[config.mk]
export PLATFORM = sky130hd
export DESIGN_NAME = ms_tick_receiver
export DESIGN_NICKNAME = d
export VERILOG_FILES = /design/src/rtl/ms_tick_receiver.sv
export SDC_FILE = /design/constraint.sdc
export NUM_CORES = 1
export LEC_CHECK = 0
export BUFFER_PORTS_ARGS = -buffer_cell sky130_fd_sc_hd__buf_2
export CAP_MARGIN = 20
export CORE_ASPECT_RATIO = 2
export CORE_UTILIZATION = 35
export DETAILED_ROUTE_END_ITERATION = 16
export GPL_TIMING_DRIVEN = 0
export HOLD_SLACK_MARGIN = 0.05
export SETUP_SLACK_MARGIN = 0.05
export SKIP_LAST_GASP = 1
export SLEW_MARGIN = 20
export SYNTH_ARGS = -nofsm -noshare
export SYNTH_HDL_FRONTEND = slang
export SYNTH_SLANG_ARGS = --single-unit
export TNS_END_PERCENT = 1
[constraint.sdc]
create_clock -name clk -period 6.05 [get_ports clk]
set_input_delay 1.815 -clock clk [delete_from_list [all_inputs] [get_ports clk]]
set_output_delay 1.815 -clock clk [all_outputs]
set_load 0.02 [all_outputs]
[src/rtl/ms_tick_receiver.sv]
// Receives the divided millisecond toggle, emits per-ms ticks, a running ms count,
// programmable beat pulses and a watchdog flag for a stalled tick source.
module ms_tick_receiver #(
    parameter int unsigned TIMEOUT_CYC = 120000,
    parameter int unsigned GAP_W       = 17
) (
    input  logic        clk,
    input  logic        rst_n,
    input  logic        tog_in,
    input  logic        run,
    input  logic        clear,
    input  logic [15:0] beat_ms,
    output logic        ms_tick,
    output logic [31:0] ms_count,
    output logic        beat,
    output logic [15:0] beat_idx,
    output logic        lost
);

    typedef enum logic [1:0] {IDLE, RUN, LOST} state_t;

    state_t           state, state_d;
    logic             s1, s2, s3;
    logic             tog_edge;
    logic [15:0]      phase;
    logic [GAP_W-1:0] gap;
    logic             count_en, lost_d, gap_clr, gap_inc;

    assign tog_edge = s2 ^ s3;

    always_comb begin
        state_d  = state;
        lost_d   = lost;
        count_en = 1'b0;
        gap_clr  = 1'b0;
        gap_inc  = 1'b0;
        case (state)
            IDLE: begin
                lost_d  = 1'b0;
                gap_clr = 1'b1;
                if (run) state_d = RUN;
            end
            RUN: begin
                if (!run) begin
                    state_d = IDLE;
                    lost_d  = 1'b0;
                    gap_clr = 1'b1;
                end else if (tog_edge) begin
                    count_en = 1'b1;
                    gap_clr  = 1'b1;
                end else begin
                    gap_inc = 1'b1;
                    if (gap == GAP_W'(TIMEOUT_CYC - 1) && !clear) begin
                        state_d = LOST;
                        lost_d  = 1'b1;
                    end
                end
            end
            LOST: begin
                if (!run) begin
                    state_d = IDLE;
                    lost_d  = 1'b0;
                    gap_clr = 1'b1;
                end else if (tog_edge) begin
                    state_d  = RUN;
                    lost_d   = 1'b0;
                    count_en = 1'b1;
                    gap_clr  = 1'b1;
                end
            end
            default: state_d = IDLE;
        endcase
        // clear swallows a coincident edge but leaves the state decision alone
        if (clear) begin
            count_en = 1'b0;
            gap_clr  = 1'b1;
            gap_inc  = 1'b0;
        end
    end

    always_ff @(posedge clk or negedge rst_n) begin
        if (!rst_n) begin
            s1       <= 1'b0;
            s2       <= 1'b0;
            s3       <= 1'b0;
            ms_tick  <= 1'b0;
            ms_count <= '0;
            beat     <= 1'b0;
            beat_idx <= '0;
            lost     <= 1'b0;
            phase    <= '0;
            gap      <= '0;
            state    <= IDLE;
        end else begin
            s1      <= tog_in;
            s2      <= s1;
            s3      <= s2;
            ms_tick <= tog_edge;
            state   <= state_d;
            lost    <= lost_d;
            beat    <= 1'b0;

            if (gap_clr)                  gap <= '0;
            else if (gap_inc && gap != '1) gap <= gap + GAP_W'(1);

            if (clear) begin
                ms_count <= '0;
                phase    <= '0;
                beat_idx <= '0;
            end else if (beat_ms == '0) begin
                phase <= '0;
                if (count_en) ms_count <= ms_count + 32'd1;
            end else if (count_en) begin
                ms_count <= ms_count + 32'd1;
                // >= so a lowered period fires on the next edge instead of wrapping
                if (phase >= beat_ms - 16'd1) begin
                    phase    <= '0;
                    beat     <= 1'b1;
                    beat_idx <= beat_idx + 16'd1;
                end else begin
                    phase <= phase + 16'd1;
                end
            end
        end
    end

endmodule

### Yosys cells after proc, flatten, opt, wreduce, memory -nomap -nowiden

Cells that the tools add are included.

| storage, ports and cells | value |
|---|---|
| register bits | 89 |
| latch bits | 0 |
| RAM bits | 0 |
| ROM bits | 0 |
| output and inout bits | 51 |
| logic and storage cells | 81 |
| memories | 0 |

| operators by class | value |
|---|---|
| add/sub/neg operators | 5 |
| $mul | 0 |
| divide/modulo/power cells | 0 |
| $lt $le $gt $ge | 1 |
| equal/unequal tests | 9 |
| shift operators | 0 |
| multiplexer cells | 40 |
| bitwise gates (word level) | 1 |
| reductions and logical operators | 14 |

Operators by type and width:

| cell | count |
|---|---|
| $mux W16 | 8 |
| $mux W32 | 2 |
| $mux W17 | 2 |
| $add A16 B1 Y16 const B | 2 |
| $add A32 B1 Y32 const B | 1 |
| $mux W1 | 19 |
| $add A17 B1 Y17 const B | 1 |
| $eq A17 B17 Y1 const B | 1 |
| $ne A17 B17 Y1 const B | 1 |
| $ge A16 B16 Y1 | 1 |
| $logic_not A16 Y1 | 1 |
| $sub A16 B1 Y16 const B | 1 |
| $mux W2 | 6 |
| $ne A3 B3 Y1 const B | 3 |
| $reduce_and A4 Y1 | 2 |
| $pmux W2 S3 | 1 |
| $reduce_bool A2 Y1 | 3 |
| $reduce_bool A3 Y1 | 2 |
| $ne A2 B2 Y1 const B | 2 |
| $pmux W1 S3 | 1 |
| $reduce_and A3 Y1 | 1 |
| $eq A2 B1 Y1 const B | 1 |
| $eq A2 B2 Y1 const B | 1 |
| $logic_and A1 B1 Y1 | 2 |
| 5 further kinds | 5 |

### Longest topological paths before layout

| depth | value |
|---|---|
| word-level depth | 8 |
| depth in mapped cells | 16 |
| gate-level depth less buffers | 13 |

### Least setup slack after synthesis

No wires, ideal clock.

| path | value |
|---|---|
| kind | input port to flip-flop |
| start | input port beat_ms[0] |
| end | register beat_idx[2] |
| library setup time | 128 ps |
| arrival time | 4490 ps |
| data required time | 5922 ps |
| slack | 1432 ps |
| stages on the path | 15 |
| path buffers | 2 |
| cells stage by stage | inv_1 > ha_1 > nor4b_4 > nand2_2 > nor2_1 > xnor2_1 > ha_1 > and4_1 > nand3_1 > o32a_1 > and3_1 > buf_6 > buf_6 > nor3b_1 > mux2_1 |

| between the ends | value |
|---|---|
| word-level cells in the longest chain between the ends | 4 |
| elaborated cells between the ends (all ways) | 6 |
| classes of those cells | add/sub (1); order compare (1); eq/ne (1); reduce/logical (3) |

RTL lines:

| element | line | text |
|---|---|---|
| from (decl) | 12 | `input logic [15:0] beat_ms,` |
| $sub A16 B1 Y16 | 116 | `if (phase >= beat_ms - 16'd1) begin` |
| $ge A16 B16 Y1 | 116 |  |
| $reduce_bool A2 Y1 (no line) | - |  |
| $reduce_and A3 Y1 (no line) * | - |  |
| to (signal assigned) | 119 | `beat_idx <= beat_idx + 16'd1;` |
| to (decl) | 16 | `output logic [15:0] beat_idx,` |

Every way passes the cells marked *; elsewhere a longest branch is shown, timed or not.
A chain may end at the register's enable or synchronous reset.

### Worst setup path after layout

Same ends and word-level chain as after synthesis.

==> flow_results.org <==
** Status
- The run finished with clean final reports.

** Synthesis
- Ranking of synthesized cells by area :: sky130_fd_sc_hd__dfrtp_1 (42%), sky130_fd_sc_hd__xor2_1 (7.6%), sky130_fd_sc_hd__ha_1 (6.4%)
- The synthesized design spends more area on one cell type than any other, namely sky130_fd_sc_hd__dfrtp_1.
- Cell area after synthesis :: 5290 um^2
- Yosys Warn Count :: 0
- Of the post-synthesis cell area, the dominant cell type holds 0.421.
- FFs w/ async S/R, synth :: 1.00
- Register bit total from synthesis :: between 80 and 90
- EDFF count, synth :: 0
- Most frequently used flop master after synthesis :: sky130_fd_sc_hd__dfrtp_1
- The synthesized netlist contains 52 unique library cells.
- Post-synthesis sequential area ratio :: 0.421
- Cell count after synthesis :: 564
- Syn_area_per_cell :: about 9.4 um^2
- The number of nets handed over by synthesis was 612.

** Clocking
- Later-pin clock latency in the skew report :: 0.35 ns
- Setup repair bufs after CTS :: 0
- Cts-stage hold buffer count :: 0
- TritonCTS built the clock tree.
- CTS built an H-tree with a depth of 3.
- Clock Sink Count :: 89
- Buffer cell driving the clock tree root :: sky130_fd_sc_hd__clkbuf_16
- Total clock buffers created by CTS :: 9
- After clock tree synthesis, the repair step resized 0 gates.
- The longest clock path from root to sink contains 2 buffers.
- After clock tree synthesis, the clock-pin slew on the worst setup and hold paths is around 0.07 ns.

** Pwr
- Clock share of power :: 0.446
- Leakage power total :: 2.82 nW
- Total internal power :: between 1 and 1.5 mW
- Of the total power, the share spent switching nets is 0.269.
- IR analysis of the VDD net gives a maximum drop of about 0.00015 V.
- The share of total power dissipated in combinational logic is 0.132.
- Power density cells :: between 200 and 250 nW/um^2
- Summed over all nets, the switching power comes to between 0.3 and 0.4 mW.
- Of the total power, registers draw 0.422.

** Route
- Total number of vias :: about 4600
- Wire per inst :: ~16 um
- After the first detailed-routing iteration, the DRC count stood at roughly 220.
- Via/cell ratio :: ~5.4
- After detailed routing, the number of remaining DRC violations is 0.
- The first detailed-routing pass took 4 iterations.
- Total wire length after detailed routing :: 13900 um
- Once detail routing completed, the nets flagged for antenna violations numbered 0.

** Worst hold path
- In this run the worst hold path is classified as register to register.
- Launch instance of the worst min-delay path :: s1$_DFF_PN0_

** Finish
- Area growth, synth to finish :: 18.5%
- Ratio of cells with drive above 1 in the final layout :: 0.172
- Multi-input gate area in the final layout :: ~2900 um^2
- 0 antenna diodes ended up in the layout.
- Summing all flip-flop and latch instances after layout gives between 2000 and 2500 um^2.
- # fillers :: about 1500
- Net count, final :: between 600 and 700

** STA
- After routing, the total negative slack on setup checks comes to 0 ns.
- Count of final max-slew check failures :: 0
- Maximum operating frequency :: ~210 MHz
- In this run the tightest slew margin relative to its limit is 0.589.
- The final hold violation count came to 0.
- Setup repair after global routing left no endpoint under its margin.
- Final worst path period share :: 0.799
- Worst slew pin tran :: 0.612 ns
- Setup violations remaining at the end of the flow were counted as 0.
- Setup clock skew after layout :: ~0.011 ns
- Hold is met by about 0.35 ns.
- Subtracting the final worst setup slack from the clock period gives around 4.8 ns.

** Critical path
- The slowest stage of the critical path belongs to the cell sky130_fd_sc_hd__nor4b_4.
- For this run, the slowest stage of the critical path takes about 0.40 ns.
- Traced cell by cell, the critical path runs through buf_2, inv_1, ha_1, nor4b_4, nand2_2, nor2_1, xnor2_1, ha_1, and4_1, nand3_1, o32a_1, and3_1, buf_6, buf_6, nor3b_1, mux2_1.
- The worst setup path is launched from an input port.
- Classification of the worst setup path :: input port to register
- In this run the critical register-to-register path is launched from phase[7]$_DFFE_PN0P_.
- Cell type group with the largest total delay on the critical path :: simple AND/OR/NAND/NOR gates
- Of all nets on the critical path, the largest fanout is 10.
- The worst setup path is captured at a register.
- Required arrival time at the worst endpoint :: ~6.3 ns
- Tracing the worst setup path back leads to its startpoint at beat_ms[0].
- Data on the critical path arrives at its endpoint at 5.06 ns.
- The number of buffers and inverters on the critical path is 4.

** Flow run
- Max capacitance violation total :: 0

** Floorplanning
- During I/O placement, the number of pins put on the boundary was approximately 70.
- Y dimension of the die :: about 180 um
- Initial Util :: 0.357
- Die Width :: roughly 89 um
- Floorplan core area :: approximately 15000 um^2
- Area of the die :: roughly 16000 um^2
- Row count :: between 60 and 70

** Placed design
- Final Wtd Congestion :: a little under 0.9
- Port buffering added 70 buffers.
- The HPWL after detailed placement is around 10000 um.

** GRT
- Wire length of the first global-routing pass :: around 23000 um
- In the global route stage, overall resource usage came out at 0.189.
- The number of antenna violations at the first check in global routing is 0.
- Maximum number of pins on one net before global-route repair :: between 70 and 80
- Grt total ovfl :: 0
- The number of global-route vias before repair came to between 4000 and 5000.
[sequential cells by signal (all words and copies together), names as in the netlist]
name,count
ms_count,32
gap,17
beat_idx,16
phase,16
state,2
beat,1
lost,1
ms_tick,1
s1,1
s2,1
s3,1
[final cells by class]
cell class,instances,share of cell area
clock inverter,7,0.0198
timing repair buffer,71,0.0613
multi-input combinational,441,0.461
inverter,12,0.00719
clock buffer,9,0.0359
sequential,89,0.355
buffer,22,0.0210
tap,195,0.0389
[per-layer routing]
metal	vias up	part of all wire	routed length, um	track usage
li1	2184	-	-	-
met1	2265	0.38	5270	0.193
met2	89	0.56	7710	0.353
met3	33	0.026	357	0.0320
met4	0	0.039	535	0.0959
met5	-	0	0	0
[synthesized netlist by cell type, drive strengths merged (4+ instances only)]
| library cell | count |
|---|---|
| a21oi | 26 |
| and2 | 8 |
| and3 | 19 |
| and4 | 8 |
| buf | 10 |
| clkbuf | 12 |
| dfrtp | 89 |
| ha | 27 |
| inv | 12 |
| nand2 | 47 |
| nand3 | 30 |
| nand4 | 27 |
| nor2 | 73 |
| nor3 | 18 |
| nor4 | 7 |
| o211ai | 4 |
| o21ai | 16 |
| o311ai | 4 |
| o31ai | 11 |
| o41ai | 4 |
| or2 | 6 |
| or3 | 7 |
| or4 | 9 |
| xnor2 | 20 |
| xor2 | 46 |
[per-stage QoR]
step	setup slack [ns]	power, mW	cells	utilization	cell area (um^2)
6_report	1.22	1.48	846	0.423	6270
3_3_place_gp	0.928	0.821	829	0.397	5880
5_1_grt	1.01	1.54	846	0.423	6270
4_1_cts	1.24	1.50	846	0.423	6270
3_5_place_dp	0.886	0.831	830	0.399	5920
2_1_floorplan	1.43	0.751	564	-	5290
[placed cells by master, fill, tap and decap left out, types with 9 or more instances in the layout]
cell type / Yosys / final
sky130_fd_sc_hd__a21oi_1: 26 / 26
sky130_fd_sc_hd__and3_1: 19 / 19
sky130_fd_sc_hd__buf_2: 3 / 72
sky130_fd_sc_hd__clkbuf_1: 12 / 12
sky130_fd_sc_hd__clkbuf_16: 0 / 9
sky130_fd_sc_hd__dfrtp_1: 89 / 89
sky130_fd_sc_hd__ha_1: 27 / 27
sky130_fd_sc_hd__inv_1: 11 / 11
sky130_fd_sc_hd__nand2_1: 45 / 45
sky130_fd_sc_hd__nand3_1: 30 / 30
sky130_fd_sc_hd__nand4_1: 27 / 27
sky130_fd_sc_hd__nor2_1: 73 / 73
sky130_fd_sc_hd__nor3_1: 17 / 17
sky130_fd_sc_hd__o21ai_0: 14 / 14
sky130_fd_sc_hd__o31ai_1: 11 / 11
sky130_fd_sc_hd__or4_1: 9 / 9
sky130_fd_sc_hd__xnor2_1: 20 / 20
sky130_fd_sc_hd__xor2_1: 46 / 46
[power groups by stage]
stage                     sequential, mW  combinational (mW)  clock, mW
after floorplan                    0.638               0.112          0
after global placement             0.633               0.187          0
after detailed placement           0.634               0.197          0
after CTS                          0.623               0.198      0.678
after global routing               0.625               0.215      0.698
final                              0.623               0.195      0.659
[kinds of logic after synthesis]
logic type               synth area share
AND/OR/NAND/NOR                     0.275
adder cells (fa/ha/maj)            0.0639
buffers and inverters              0.0333
flip-flops                          0.421
XOR/XNOR                            0.109
AO/OA/AOI/OAI                      0.0899
multiplexers                      0.00804
[worst paths after layout]
check                      slack [ns]                      end  cells past startpoint
setup / recovery                 1.22  beat_idx[2]$_DFFE_PN0P_                     16
setup reg to reg                 3.49  beat_idx[2]$_DFFE_PN0P_                      9
hold / removal                   0.35             s2$_DFF_PN0_                      0
hold reg to reg                  0.35             s2$_DFF_PN0_                      0
max in group asynchronous        4.15    phase[11]$_DFFE_PN0P_                      2
min in group asynchronous        1.29  beat_idx[5]$_DFFE_PN0P_                      1
Power figures use the tool's default switching activity.
